[src/rtl/gpu_cache_fill_sched.sv]
// Tex$/Clut$ line-fill scheduler: round-robin arbitration onto one shared VRAM burst-read port.
// Define GPU_FILL_PERF_EN to add saturating fill/wait performance counters.
module gpu_cache_fill_sched #(
  parameter int unsigned TEX_BEATS  = 2,
  parameter int unsigned CLUT_BEATS = 8
) (
  input  logic        clk,
  input  logic        i_rst,
  input  logic        i_texFillReq,
  input  logic [16:0] i_texFillAdr,
  input  logic        i_clutFillReq,
  input  logic [14:0] i_clutFillAdr,
  output logic        o_memCmdValid,
  output logic [17:0] o_memCmdAdr,
  output logic [3:0]  o_memCmdBeats,
  input  logic        i_memCmdAck,
  input  logic        i_memDataValid,
  input  logic [31:0] i_memData,
  output logic        o_texWr,
  output logic        o_clutWr,
  output logic [2:0]  o_wrIdx,
  output logic [31:0] o_wrData,
  output logic        o_texFillDone,
  output logic        o_clutFillDone,
  output logic        o_busy
`ifdef GPU_FILL_PERF_EN
  ,
  output logic [15:0] o_texFillCnt,
  output logic [15:0] o_clutFillCnt,
  output logic [15:0] o_waitCnt
`endif
);

  // Beat index is 3 bits wide, so CLUT_BEATS must not exceed 8.
  localparam logic [3:0] TexBeats  = 4'(TEX_BEATS);
  localparam logic [3:0] ClutBeats = 4'(CLUT_BEATS);

  typedef enum logic [1:0] {StIdle, StCmd, StData, StDone} state_e;

  state_e      r_state;
  logic        r_owner_tex;
  logic        r_last_tex;
  logic        r_cool_tex;
  logic        r_cool_clut;
  logic [17:0] r_adr;
  logic [3:0]  r_beats;
  logic [3:0]  r_beat_cnt;

  logic w_elig_tex;
  logic w_elig_clut;
  logic w_grant;
  logic w_grant_tex;
  logic w_beat;
  logic w_last_beat;

  // A cooldown masks the just-served cache's still-high request for one cycle.
  assign w_elig_tex  = i_texFillReq & ~r_cool_tex;
  assign w_elig_clut = i_clutFillReq & ~r_cool_clut;
  assign w_grant     = (r_state == StIdle) & (w_elig_tex | w_elig_clut);
  assign w_grant_tex = w_elig_tex & (~w_elig_clut | ~r_last_tex);
  assign w_beat      = (r_state == StData) & i_memDataValid;
  assign w_last_beat = w_beat & (r_beat_cnt == (r_beats - 4'd1));

  always_ff @(posedge clk) begin
    if (i_rst) begin
      r_state     <= StIdle;
      r_owner_tex <= 1'b0;
      r_last_tex  <= 1'b0;
      r_cool_tex  <= 1'b0;
      r_cool_clut <= 1'b0;
      r_adr       <= '0;
      r_beats     <= '0;
      r_beat_cnt  <= '0;
    end else begin
      r_cool_tex  <= 1'b0;
      r_cool_clut <= 1'b0;
      unique case (r_state)
        StIdle: begin
          if (w_grant) begin
            r_owner_tex <= w_grant_tex;
            r_adr       <= w_grant_tex ? {i_texFillAdr, 1'b0} : {i_clutFillAdr, 3'b000};
            r_beats     <= w_grant_tex ? TexBeats : ClutBeats;
            r_state     <= StCmd;
          end
        end
        StCmd: begin
          if (i_memCmdAck) begin
            r_beat_cnt <= '0;
            r_state    <= StData;
          end
        end
        StData: begin
          if (w_beat) begin
            r_beat_cnt <= r_beat_cnt + 4'd1;
            if (w_last_beat) r_state <= StDone;
          end
        end
        StDone: begin
          r_last_tex  <= r_owner_tex;
          r_cool_tex  <= r_owner_tex;
          r_cool_clut <= ~r_owner_tex;
          r_state     <= StIdle;
        end
        default: r_state <= StIdle;
      endcase
    end
  end

  assign o_memCmdValid  = (r_state == StCmd);
  assign o_memCmdAdr    = o_memCmdValid ? r_adr : '0;
  assign o_memCmdBeats  = o_memCmdValid ? r_beats : '0;
  assign o_texWr        = w_beat & r_owner_tex;
  assign o_clutWr       = w_beat & ~r_owner_tex;
  assign o_wrIdx        = w_beat ? r_beat_cnt[2:0] : '0;
  assign o_wrData       = w_beat ? i_memData : '0;
  assign o_texFillDone  = (r_state == StDone) & r_owner_tex;
  assign o_clutFillDone = (r_state == StDone) & ~r_owner_tex;
  assign o_busy         = (r_state != StIdle);

`ifdef GPU_FILL_PERF_EN
  logic [15:0] r_tex_cnt;
  logic [15:0] r_clut_cnt;
  logic [15:0] r_wait_cnt;
  logic        w_srv_tex;
  logic        w_srv_clut;
  logic        w_wait;

  // A request counts as serviced while it owns the fill or is being granted this cycle.
  assign w_srv_tex  = (r_state == StIdle) ? (w_grant & w_grant_tex)  : r_owner_tex;
  assign w_srv_clut = (r_state == StIdle) ? (w_grant & ~w_grant_tex) : ~r_owner_tex;
  assign w_wait     = (w_elig_tex & ~w_srv_tex) | (w_elig_clut & ~w_srv_clut);

  always_ff @(posedge clk) begin
    if (i_rst) begin
      r_tex_cnt  <= '0;
      r_clut_cnt <= '0;
      r_wait_cnt <= '0;
    end else begin
      if (o_texFillDone && (r_tex_cnt != 16'hFFFF)) r_tex_cnt <= r_tex_cnt + 16'd1;
      if (o_clutFillDone && (r_clut_cnt != 16'hFFFF)) r_clut_cnt <= r_clut_cnt + 16'd1;
      if (w_wait && (r_wait_cnt != 16'hFFFF)) r_wait_cnt <= r_wait_cnt + 16'd1;
    end
  end

  assign o_texFillCnt  = r_tex_cnt;
  assign o_clutFillCnt = r_clut_cnt;
  assign o_waitCnt     = r_wait_cnt;
`endif

endmodule
[config.mk]
export PLATFORM = sky130hd
export DESIGN_NAME = gpu_cache_fill_sched
export DESIGN_NICKNAME = d
export VERILOG_FILES = /design/src/rtl/gpu_cache_fill_sched.sv
export SDC_FILE = /design/constraint.sdc
export NUM_CORES = 1
export LEC_CHECK = 0
export ABC_CLOCK_PERIOD_IN_PS = 1700
export CORE_ASPECT_RATIO = 0.8
export CORE_MARGIN = 2
export CORE_UTILIZATION = 31
export DETAILED_ROUTE_END_ITERATION = 12
export PLACE_DENSITY_LB_ADDON = 0.2
export SETUP_SLACK_MARGIN = 0.15
export SLEW_MARGIN = 25
export SYNTH_ARGS = -nofsm -noshare
export SYNTH_HDL_FRONTEND = slang
export SYNTH_SLANG_ARGS = --single-unit
[constraint.sdc]
create_clock -name clk -period 1.7 [get_ports clk]
set_input_delay 0.34 -clock clk [delete_from_list [all_inputs] [get_ports clk]]
set_output_delay 0.34 -clock clk [all_outputs]
set_load 0.03 [all_outputs]
* Yosys cells after proc, flatten, opt, wreduce, memory -nomap -nowiden
Index checks and enable logic that the tools add are counted.
Operators by class: add/subtract/negate cells 2, eq/ne operators 8, multiplexer cells 14, bitwise gates (word level) 18, reduce and logical (&&, ||, !) cells 7
Operators by type and width (number):
- 18-bit 2-to-1 mux | 2
- 32-bit 2-to-1 mux | 1
- 4-bit 2-to-1 mux | 4
- 1-bit bitwise AND | 10
- 2-bit 2-to-1 mux | 4
- 2-bit case mux with 4 select lines | 1
- 4-bit case mux with 2 select lines | 1
- 2-bit != test (second input constant) | 3
- 1-bit inverter | 6
- 4-bit by 1-bit adder with 4-bit output (second input constant) | 1
- 2-bit == test (second input constant) | 2
- 4-bit == test | 1
- 4-bit AND reduction | 1
- 2-bit nonzero test | 2
- 4-bit by 1-bit subtractor with 4-bit output (second input constant) | 1
- 3-bit 2-to-1 mux | 1
- 3-bit AND reduction | 1
- 2-bit by 1-bit == test with 1-bit output (second input constant) | 1
- 2-bit logical NOT | 1
- 2-bit by 1-bit != test with 1-bit output (second input constant) | 1
- 1-bit bitwise OR | 2
- 2-bit AND reduction | 1
- 2-bit OR reduction | 1
Word-level totals: flip-flop bits (word level) 32, bits of input ports 70, logic and storage cells 57

* Logic depth before layout (Yosys ltp)
Gate-level depths: netlist of run 1.
depth in word-level cells 6, mapped depth 7, mapped depth without buffers 6

* Least setup slack after synthesis of run 1
Ideal clock, no wire load.
path type register to output, start point register r_state[0], end point output port o_clutWr, arrival time 1.533 ns, required time 1.360 ns, slack -0.173 ns, cell stages (with the launch flop) 7, buffers on the path 2, path through dfxtp_1 inv_1 ha_1 clkbuf_1 clkbuf_1 nand2_1 nor2_1
Between the ends: longest elaborated chain between the ends 3
RTL lines:
- start: declaration | line 40 | state_e r_state;
- start signal: assignment | line 66 | r_state <= StIdle;
- start signal: assignment | line 83 | r_state <= StCmd;
- start signal: assignment | line 89 | r_state <= StData;
- 2-bit == test | line 61 | assign w_beat = (r_state == StData) & i_memDataValid;
- 1-bit bitwise AND | line 61
- 1-bit bitwise AND | line 113 | assign o_clutWr = w_beat & ~r_owner_tex;
- end: declaration | line 20 | output logic o_clutWr,
Every way passes these cells.

* Worst setup path in the final report of run 1
start point register r_state[1], end point output port o_memCmdBeats[1]
Between the ends: longest elaborated chain between the ends 2
RTL lines:
- 2-bit by 1-bit == test with 1-bit output | line 109 | assign o_memCmdValid = (r_state == StCmd);
- 4-bit 2-to-1 mux | line 111 | assign o_memCmdBeats = o_memCmdValid ? r_beats : '0;
- end: declaration | line 15 | output logic [3:0] o_memCmdBeats,
Every way passes these cells.

==> reports/qor.yml, run 1 <==
sta:
  rsz0062_at_grt: "true"
  final.min_clock_period_ns: 1.754
  finalCritPeriodShare_pct: 103.2
  max_freq_mhz: 570.0
  finalSetupViolations: 46
  whs_ns: 0.4763
  hold_viol: 0
  drv_slew: 0
  fin_ws_ns: -0.05437
  finalClockSkew_ns: 0.007921
flow_run:
  cap_violations: 0
placed_design:
  dp_cells: 446
  dp_hpwl_mm: 4.425
  dpl-instance-area_mm2: 0.003323
  pre_cts_ws_ns: -0.1479
  portBuffers: 129
  gp_congestion: 0.7438
floorplanning:
  start_util_pct: 32.91
  dieArea_mm2: 0.006531
  core.rowCount: 24
  pin_count: 133
  core_area_mm2: 0.005555
  dieHeight_um: 72.69
  die_x_um: 89.86
routing:
  antenna_left: 0
  viasPerCell: 4.994
  via_count: 2357
  drtIter0Drc: 98
  first_pass_iters: 4
  routedWlPerCell_um: 16.61
  drcViolationCount: 0
  drt_wl_total_mm: 7.841
yosys:
  synth-seq-cells: 28
  synth_common_cells: "37 x nand2_1, 35 x and3_1, 28 x dfxtp_1, 20 x and2_1, 20 x nor2_1"
  ys_types: 41
  synth_area_leaders: "dfxtp_1 31%, and3_1 12%, nand2_1 7.6%"
  syn_area_mm2: 0.001828
  syn_inst: 241
  yosysTopAreaCell: "dfxtp_1"
  synth.most_common_cell: "nand2_1"
  seq_area_frac_synth_pct: 30.66
  synth_top_area_share_pct: 30.66
  syn_area_per_cell_um2: 7.585
  ys_warn_count: 0
  synth_edf_count: 0
  ys_async_sr_fraction_pct: 0
  synthFlopType: "dfxtp_1"
power:
  cellPowerDensity_mw_per_mm2: 1078
  leakage_nw: 1.767
  max-vdd-ir-drop_v: 0.0005918
  total_power_w: 0.004518
setup_path:
  cpPeakStageDelay_ns: 0.40
  crit_buf_inv: 3
  cp.required_ns: 1.36
  cp.arrival_ns: 1.41
  worstSetupStartpointType: "register"
  crit_type: "reg -> out"
  cp_slowest_cell: "dfxtp_4"
  cp-endpoint: "o_memCmdBeats[1]"
  cpLargestDelayFamily: "flip-flops"
  reg2reg_slack_ns: -0.03
  worstSetupStartpoint: "r_state[1]"
  path_max_fanout: 5
  endpoint_kind: "output pin"
  r2r_cells: 10
  cp.depth: 5
  crit_chain: "clkinv_4 > ha_4 > clkbuf_16 > and2_4 > buf_6"
  r2r_start: "r_state[0]"
  worst_r2r_endpoint: "r_beats[1]"
clock_tree:
  cts_tree: "built"
  insertion_delay_ns: 0.29
  clockRootBuffer: "clkbuf_8"
  cts_sinks: 28
  path_clk_slew_ns: 0.11
  numCtsBuffers: 3
  cts_buffer_depth: 2
  htree_levels: 1
global_routing:
  grt_start_max_net_pins: 21
  grt_pass1_vias: 2244
  grtUsageMet3_pct: 2.583
  met2_usage_pct: 37.37
  busiest_layer: "met2"
  gr-total-overflow: 0
  track_usage_pct: 20.62
  antenna_found_initial: 0
  grt_pass1_wl_mm: 11.03
  grtUsageMet1_pct: 27.00
worst_hold_path:
  min_delay_path_depth: 2
  min_path_type: "reg -> reg"
layout:
  fin_area_mm2: 0.004190
  area_growth_pct: 129.2
  multi_input_area_mm2: 0.001548
  fillCellCount: 386
  fin_cells: 472
  nNetsFinal: 471
  regArea_um2: 568.0
  num_antenna_cells: 0
  drive_gt1_share_pct: 51.52
outcome:
  status: "finished with violations"
  violations: "negative setup slack"
[cells by family (layout without fill, tap and decap cells)]
kind of cell             after synthesis  after routing  share of synthesized area, %
AND/OR/NAND/NOR                      139            139                         40.32
adder cells (fa/ha/maj)                6              6                         4.107
AO/OA/AOI/OAI                         37             37                         16.36
other                                  1              3                        0.2051
buffers and inverters                 27            178                         6.776
flip-flops                            28             28                         30.66
XOR/XNOR                               1              1                        0.4792
multiplexers                           2              2                         1.095
[repair_timing]
item,in CTS,in global routing
hold buffers,0,0
buffers inserted,10,5
endpoints found under the setup margin,77,85
resized for setup,106,44
pin swaps,19,18
cloned,5,2
[sequential cells by signal, summed over array words and instances (netlist names)]
signal,cells
r_adr,17
r_beat_cnt,4
r_beats,2
r_cool_clut,1
r_cool_tex,1
r_last_tex,1
r_state,2
[cell type report]
cell class,count,share of cell area (%)
well taps,78,2.329
inverters,5,0.6868
clock inverters,1,0.7166
clock buffers,3,0.9854
flip-flops and latches,28,13.56
repair buffers,169,44.79
multi-input cells,188,36.94
[worst min-delay path by stage]
stage	to	start	slack [ns]
global placement	r_adr[2]	r_adr[2]	0.45
detailed placement	r_adr[1]	r_adr[1]	0.46
floorplan	r_adr[1]	r_adr[1]	0.45
CTS	r_adr[1]	r_adr[1]	0.47
global route	r_adr[2]	r_adr[2]	0.51
finish	r_adr[2]	r_adr[2]	0.48
[worst register-to-register path: cells and delay by family (launching register included)]
kind	cells	cell delay [ns]
AOI/OAI and AO/OA	2	0.19
buffers and inverters	6	0.69
adders and majority gates	1	0.17
and+or+nand+nor	1	0.22
DFF	1	0.40
[cell usage in the layout (no fill, tap or decap), types with 5 or more instances in the layout]
master and instances:
nor2_1 12, clkdlybuf4s50_1 68, a311oi_2 8, and3_4 28, dfxtp_1 26, buf_6 73
a311oi_1 7, nand2b_1 5, and3_2 8, nor2_2 7, buf_4 16, a21oi_1 6
nand2_1 35, and2_4 19
[per-stage QoR]
step           TNS (ns)  utilization (%)
2_1_floorplan         0                -
3_3_place_gp     -3.588            59.82
3_5_place_dp     -4.681            59.82
4_1_cts         -0.1637            71.62
5_1_grt          -2.851            75.43
6_report        -0.8967            75.43
[metal layers]
layer  vias up  part of all wire (%)
met3        14                   5.3
met4         0                   1.7
met1      1107                    41
li1       1139                     -
met2        97                    52
met5         -                     0
[where the power goes]
group | switching [W] | internal (W) | leakage [nW]
Sequential | 0.000153 | 0.000847 | 0.232
Clock | 0.000231 | 0.000316 | 0.0357
Combinational | 0.00139 | 0.00158 | 1.50
Total | 0.00177 | 0.00275 | 1.77
Note: power is estimated with default switching activity, not from simulation.
==> inputs of run 2 (changes only) <==
ABC_CLOCK_PERIOD_IN_PS = 2160   (was 1700)
CAP_MARGIN = 20   (was unset)
CORE_UTILIZATION = 37   (was 31)
clock period = 2.16 ns   (was 1.7 ns; I/O delays follow)
==> run 2 against run 1 <==
- the flow now finishes without violations
- non-clock buffer count shrank 29
- power down 47%
- first-iteration DRC count increased by 43%
- sequential power is 25% lower
- die area decreased by 15%
- sequential cell count unchanged
- combinational power is 55% lower
- largest power group unchanged
==> reports/qor.yml, run 2 (synthesis results as in run 1) <==
flow_run:
  cap_violations: 0
layout:
  drive_gt1_share_pct: 22.80
  regMostFlops: "r_adr"
  final_common_cell: "clkdlybuf4s50_1"
  multi_input_area_mm2: 0.001164
  top_regs: "r_adr x17, r_beat_cnt x4"
  area_growth_pct: 71.25
  num_antenna_cells: 0
  largest_register_ffs: 17
  regArea_um2: 563.0
  fillCellCount: 434
  mostFrequentLayoutCells: "69 x clkdlybuf4s50_1, 64 x buf_4, 37 x nand2_1"
  finish.utilization_pct: 66.90
  nNetsFinal: 442
placed_design:
  gp_congestion: 0.8058
  portBuffers: 129
  dp_hpwl_mm: 4.122
global_routing:
  grt_pass1_vias: 1819
  gr-total-overflow: 0
  antenna_found_initial: 0
  track_usage_pct: 18.94
  grt_pass1_wl_mm: 8.307
  grt_start_max_net_pins: 43
routing:
  viasPerCell: 4.932
  drtIter0Drc: 140
  routedWlPerCell_um: 13.01
  first_pass_iters: 4
  antenna_left: 0
  drt_wl_total_mm: 5.516
  via_count: 2091
  drcViolationCount: 0
setup_path:
  path_max_fanout: 42
  worst_r2r_endpoint: "r_state[0]"
  cp.arrival_ns: 1.53
  r2r_cells: 6
  r2r_start: "r_state[1]"
  reg2reg_slack_ns: 0.41
  endpoint_kind: "output pin"
  cp.required_ns: 1.73
  crit_type: "in -> out"
  worstSetupStartpointType: "primary input"
clock_tree:
  cts.hold.buffers_added: 0
  cts_tree: "built"
  htree_levels: 1
  cts_sinks: 28
  insertion_delay_ns: 0.27
  clockRootBuffer: "clkbuf_8"
  numCtsBuffers: 3
  cts_buffer_depth: 2
  path_clk_slew_ns: 0.09
worst_hold_path:
  worstHoldStart: "r_adr[1]"
  min_delay_path_depth: 2
  whs_endpoint: "r_adr[1]"
  min_path_type: "reg -> reg"
sta:
  max_freq_mhz: 509.8
  hold_viol: 0
  finalSetupViolations: 0
  finalCritPeriodShare_pct: 90.81
  final.min_clock_period_ns: 1.962
  rsz0062_at_grt: "false"
  drv_slew: 0
  fin_tns_setup_ns: 0
  finalClockSkew_ns: 0.002833
power:
  leakage_nw: 1.514
  max-vdd-ir-drop_v: 0.0005140
  cellPowerDensity_mw_per_mm2: 757.7
floorplanning:
  dieArea_mm2: 0.005522
  die_x_um: 82.59
  start_util_pct: 39.06
  core.rowCount: 22
  pin_count: 133
  dieHeight_um: 66.87
  core_area_mm2: 0.004679
outcome:
  status: "finished clean"
## run 2: cell count changes in the layout (fill, tap and decap cells not counted), moves of 8 or more
cell and delta:
buf_6 -72, buf_4 +48, and3_1 +35, and3_4 -28, and2_1 +19, and2_4 -19, a311oi_1 +8, a311oi_2 -8
nor2_1 +8
## run 2: critical path, stage by stage
cell and delay, ns:
clkdlybuf4s50_1 0.54, buf_12 0.20, and3_2 0.20, buf_4 0.15
## run 2: area by class of cell
type | instances | share of cell area (%)
Sequential cell | 28 | 17.99
Multi-Input combinational cell | 188 | 37.17
Clock buffer | 3 | 1.319
Tap cell | 60 | 2.398
Inverter | 5 | 0.5995
Timing Repair Buffer | 140 | 40.53
## run 2: timing repair
action	in CTS	in global routing
setup buffers	0	0
endpoints found under the setup margin	23	55
resized for setup	5	7
## run 2: worst max path at each step
stage | startpoint | to | slack [ns] | cells past startpoint
final | i_memDataValid | o_texWr | 0.20 | 4
after floorplan | r_state[0] | o_clutWr | 0.19 | 6
after global placement | i_memDataValid | o_texWr | 0.22 | 4
after detailed placement | i_memDataValid | o_texWr | 0.20 | 4
after CTS | r_state[0] | o_wrData[23] | 0.16 | 5
after global routing | i_memDataValid | o_wrData[21] | 0.15 | 4
## run 2: power breakdown
part / internal, W / switching [W]
Combinational: 0.000592 / 0.000754
Sequential: 0.000662 / 0.0000847
Clock: 0.000125 / 0.000154
## run 2: per-layer routing
metal	wire length [um]	track usage (%)	share of wire [%]	vias to the layer above
met5	0	0	0	-
met4	6	1.844	0.11	0
met3	251	2.710	4.6	2
met2	2779	33.37	50	54
met1	2478	25.31	45	968
li1	-	-	-	1067
## run 2: stage by stage
stage	cells	worst slack, ns	area [um2]	total power, W	hold slack [ns]
after global routing	424	0.1506	3131	0.002526	0.5022
after detailed placement	421	0.1967	3062	0.002070	0.4597
after floorplan	243	0.1949	1836	0.001570	0.4455
after global placement	421	0.2164	3062	0.002058	0.4543
final	424	0.1984	3131	0.002372	0.4727
after CTS	424	0.1648	3104	0.002345	0.4745
==> inputs of run 3 (changes only) <==
ABC_CLOCK_PERIOD_IN_PS = 1900   (was 2160)
CORE_MARGIN = unset   (was 2)
CORE_UTILIZATION = 35   (was 37)
CTS_CLUSTER_DIAMETER = 200   (was unset)
clock period = 1.9 ns   (was 2.16 ns; I/O delays follow)
==> run 3 against run 2 <==
- final cell count rose by 2.1%
- power grew 25%
- sequential power is 14% higher
- first-iteration DRC count shrank 21%
- non-clock buffer count is 6 higher
- cell area grew 12%
- via count is 2.1% higher
- die area about the same
- worst setup slack worse by 0.068 ns
- sequential share of layout area is 1.7 points lower
==> reports/qor.yml, run 3 (synthesis results as in run 1) <==
layout:
  fin_area_mm2: 0.003498
  drive_gt1_share_pct: 36.12
  fin_cells: 433
  multi_input_area_mm2: 0.001230
  final_common_cell: "clkdlybuf4s50_1"
  mostFrequentLayoutCells: "68 x clkdlybuf4s50_1, 57 x buf_6, 37 x nand2_1"
  num_antenna_cells: 0
  regArea_um2: 568.0
  top_regs: "r_adr x17, r_beat_cnt x4"
  fillCellCount: 401
  largest_register_ffs: 17
  regMostFlops: "r_adr"
  finish.utilization_pct: 69.87
  nNetsFinal: 448
  area_growth_pct: 91.38
setup_path:
  worstSetupStartpoint: "r_state[0]"
  cp-endpoint: "o_wrData[30]"
  path_max_fanout: 23
  crit_chain: "inv_4 > ha_4 > buf_12 > and3_2 > buf_6"
  cp.arrival_ns: 1.39
  endpoint_kind: "output pin"
  worst_r2r_endpoint: "r_state[0]"
  cp.required_ns: 1.52
  reg2reg_slack_ns: 0.25
  r2r_cells: 6
  r2r_start: "r_state[1]"
  cp_slowest_cell: "dfxtp_4"
  cpPeakStageDelay_ns: 0.38
  crit_type: "reg -> out"
  worstSetupStartpointType: "register"
sta:
  max_freq_mhz: 565.2
  final.min_clock_period_ns: 1.769
  drv_slew: 0
  finalClockSkew_ns: 0.009006
  rsz0062_at_grt: "true"
  finalCritPeriodShare_pct: 93.12
  finalSetupViolations: 0
  hold_viol: 0
routing:
  routedWlPerCell_um: 13.32
  drt_wl_total_mm: 5.767
  antenna_left: 0
  drtIter0Drc: 110
  viasPerCell: 4.931
  via_count: 2135
  first_pass_iters: 7
  drcViolationCount: 0
floorplanning:
  dieHeight_um: 66.64
  core_area_mm2: 0.005007
  die_x_um: 82.80
  start_util_pct: 36.51
  dieArea_mm2: 0.005518
  core.rowCount: 23
  pin_count: 133
global_routing:
  grt_pass1_wl_mm: 9.087
  antenna_found_initial: 0
  grt_start_max_net_pins: 35
  track_usage_pct: 20.15
  grt_pass1_vias: 1811
  gr-total-overflow: 0
outcome:
  status: "finished clean"
clock_tree:
  insertion_delay_ns: 0.27
  cts_tree: "built"
  htree_levels: 1
  numCtsBuffers: 3
  path_clk_slew_ns: 0.10
  clockRootBuffer: "clkbuf_8"
  cts.hold.buffers_added: 0
  cts_buffer_depth: 2
  cts_sinks: 28
placed_design:
  gp_congestion: 0.8252
  dpl-instance-area_mm2: 0.003161
  dp_hpwl_mm: 4.242
  dp_cells: 428
  portBuffers: 129
worst_hold_path:
  min_path_type: "reg -> reg"
power:
  sw_frac_of_total_pct: 39.79
  p_int_w: 0.001788
  cellPowerDensity_mw_per_mm2: 848.9
  max-vdd-ir-drop_v: 0.0005656
  total_power_w: 0.002970
  p_sw_w: 0.001182
  p_clk_share_pct: 12.4
  seq_power_share_pct: 28.7
  power_frac_comb_pct: 58.9
  leakage_nw: 1.584
flow_run:
  cap_violations: 0
run 3: changes by cell type in the layout (fill, tap and decap cells not counted), sizes merged:
cell           delta
dlygate4sd2       -2
clkdlybuf4s50     -1
buf               +8
clkbuf            +2
run 3: cell type report:
cell class / count / area share [%]
Inverter: 5 / 0.6080
Timing Repair Buffer: 146 / 44.21
Clock buffer: 4 / 1.574
Multi-Input combinational cell: 188 / 35.16
Sequential cell: 28 / 16.24
Tap cell: 62 / 2.217
run 3: stage by stage:
step	hold slack, ns	setup WS [ns]	TNS (ns)
2_1_floorplan	0.4455	0.1070	0
3_3_place_gp	0.4532	-0.0002421	-0.0002421
3_5_place_dp	0.4626	-0.01639	-0.02778
4_1_cts	0.4788	0.1149	0
5_1_grt	0.5012	0.06663	0
6_report	0.4750	0.1307	0
run 3: repair_timing:
action,4_1_cts,5_1_grt
resized for setup,62,25
setup endpoints to repair,59,62
setup buffers,0,1
pin swaps,0,2
hold endpoints to repair,0,0
run 3: critical path, delay by kind of cell (launching register included):
| kind | cells | cell delay, ns |
|---|---|---|
| buf+inv | 3 | 0.36 |
| simple gates | 1 | 0.20 |
| fa+ha+maj | 1 | 0.17 |
| flops | 1 | 0.38 |
run 3: worst min-delay path by stage:
stage	from	endpoint	slack, ns	cells after the start
finish	r_adr[2]	r_adr[2]	0.48	2
global route	r_adr[1]	r_adr[1]	0.50	2
CTS	r_adr[1]	r_adr[1]	0.48	2
detailed placement	r_adr[1]	r_adr[1]	0.46	2
global placement	r_adr[2]	r_adr[2]	0.45	2
floorplan	r_adr[1]	r_adr[1]	0.45	2
run 3: power groups by stage:
stage | sequential, W | combinational (W) | clock [W]
2_1_floorplan | 0.000830 | 0.000970 | 0
3_3_place_gp | 0.000840 | 0.00153 | 0
3_5_place_dp | 0.000848 | 0.00155 | 0
4_1_cts | 0.000853 | 0.00166 | 0.000379
5_1_grt | 0.000880 | 0.00188 | 0.000400
6_report | 0.000853 | 0.00175 | 0.000368
run 3: layer usage:
metal / global-route usage, % / vias up / share of wire [%]
met5: 0 / - / 0
met3: 3.717 / 2 / 5.0
met2: 35.66 / 66 / 50
met4: 2.586 / 0 / 0.35
met1: 26.35 / 978 / 45
li1: - / 1089 / -
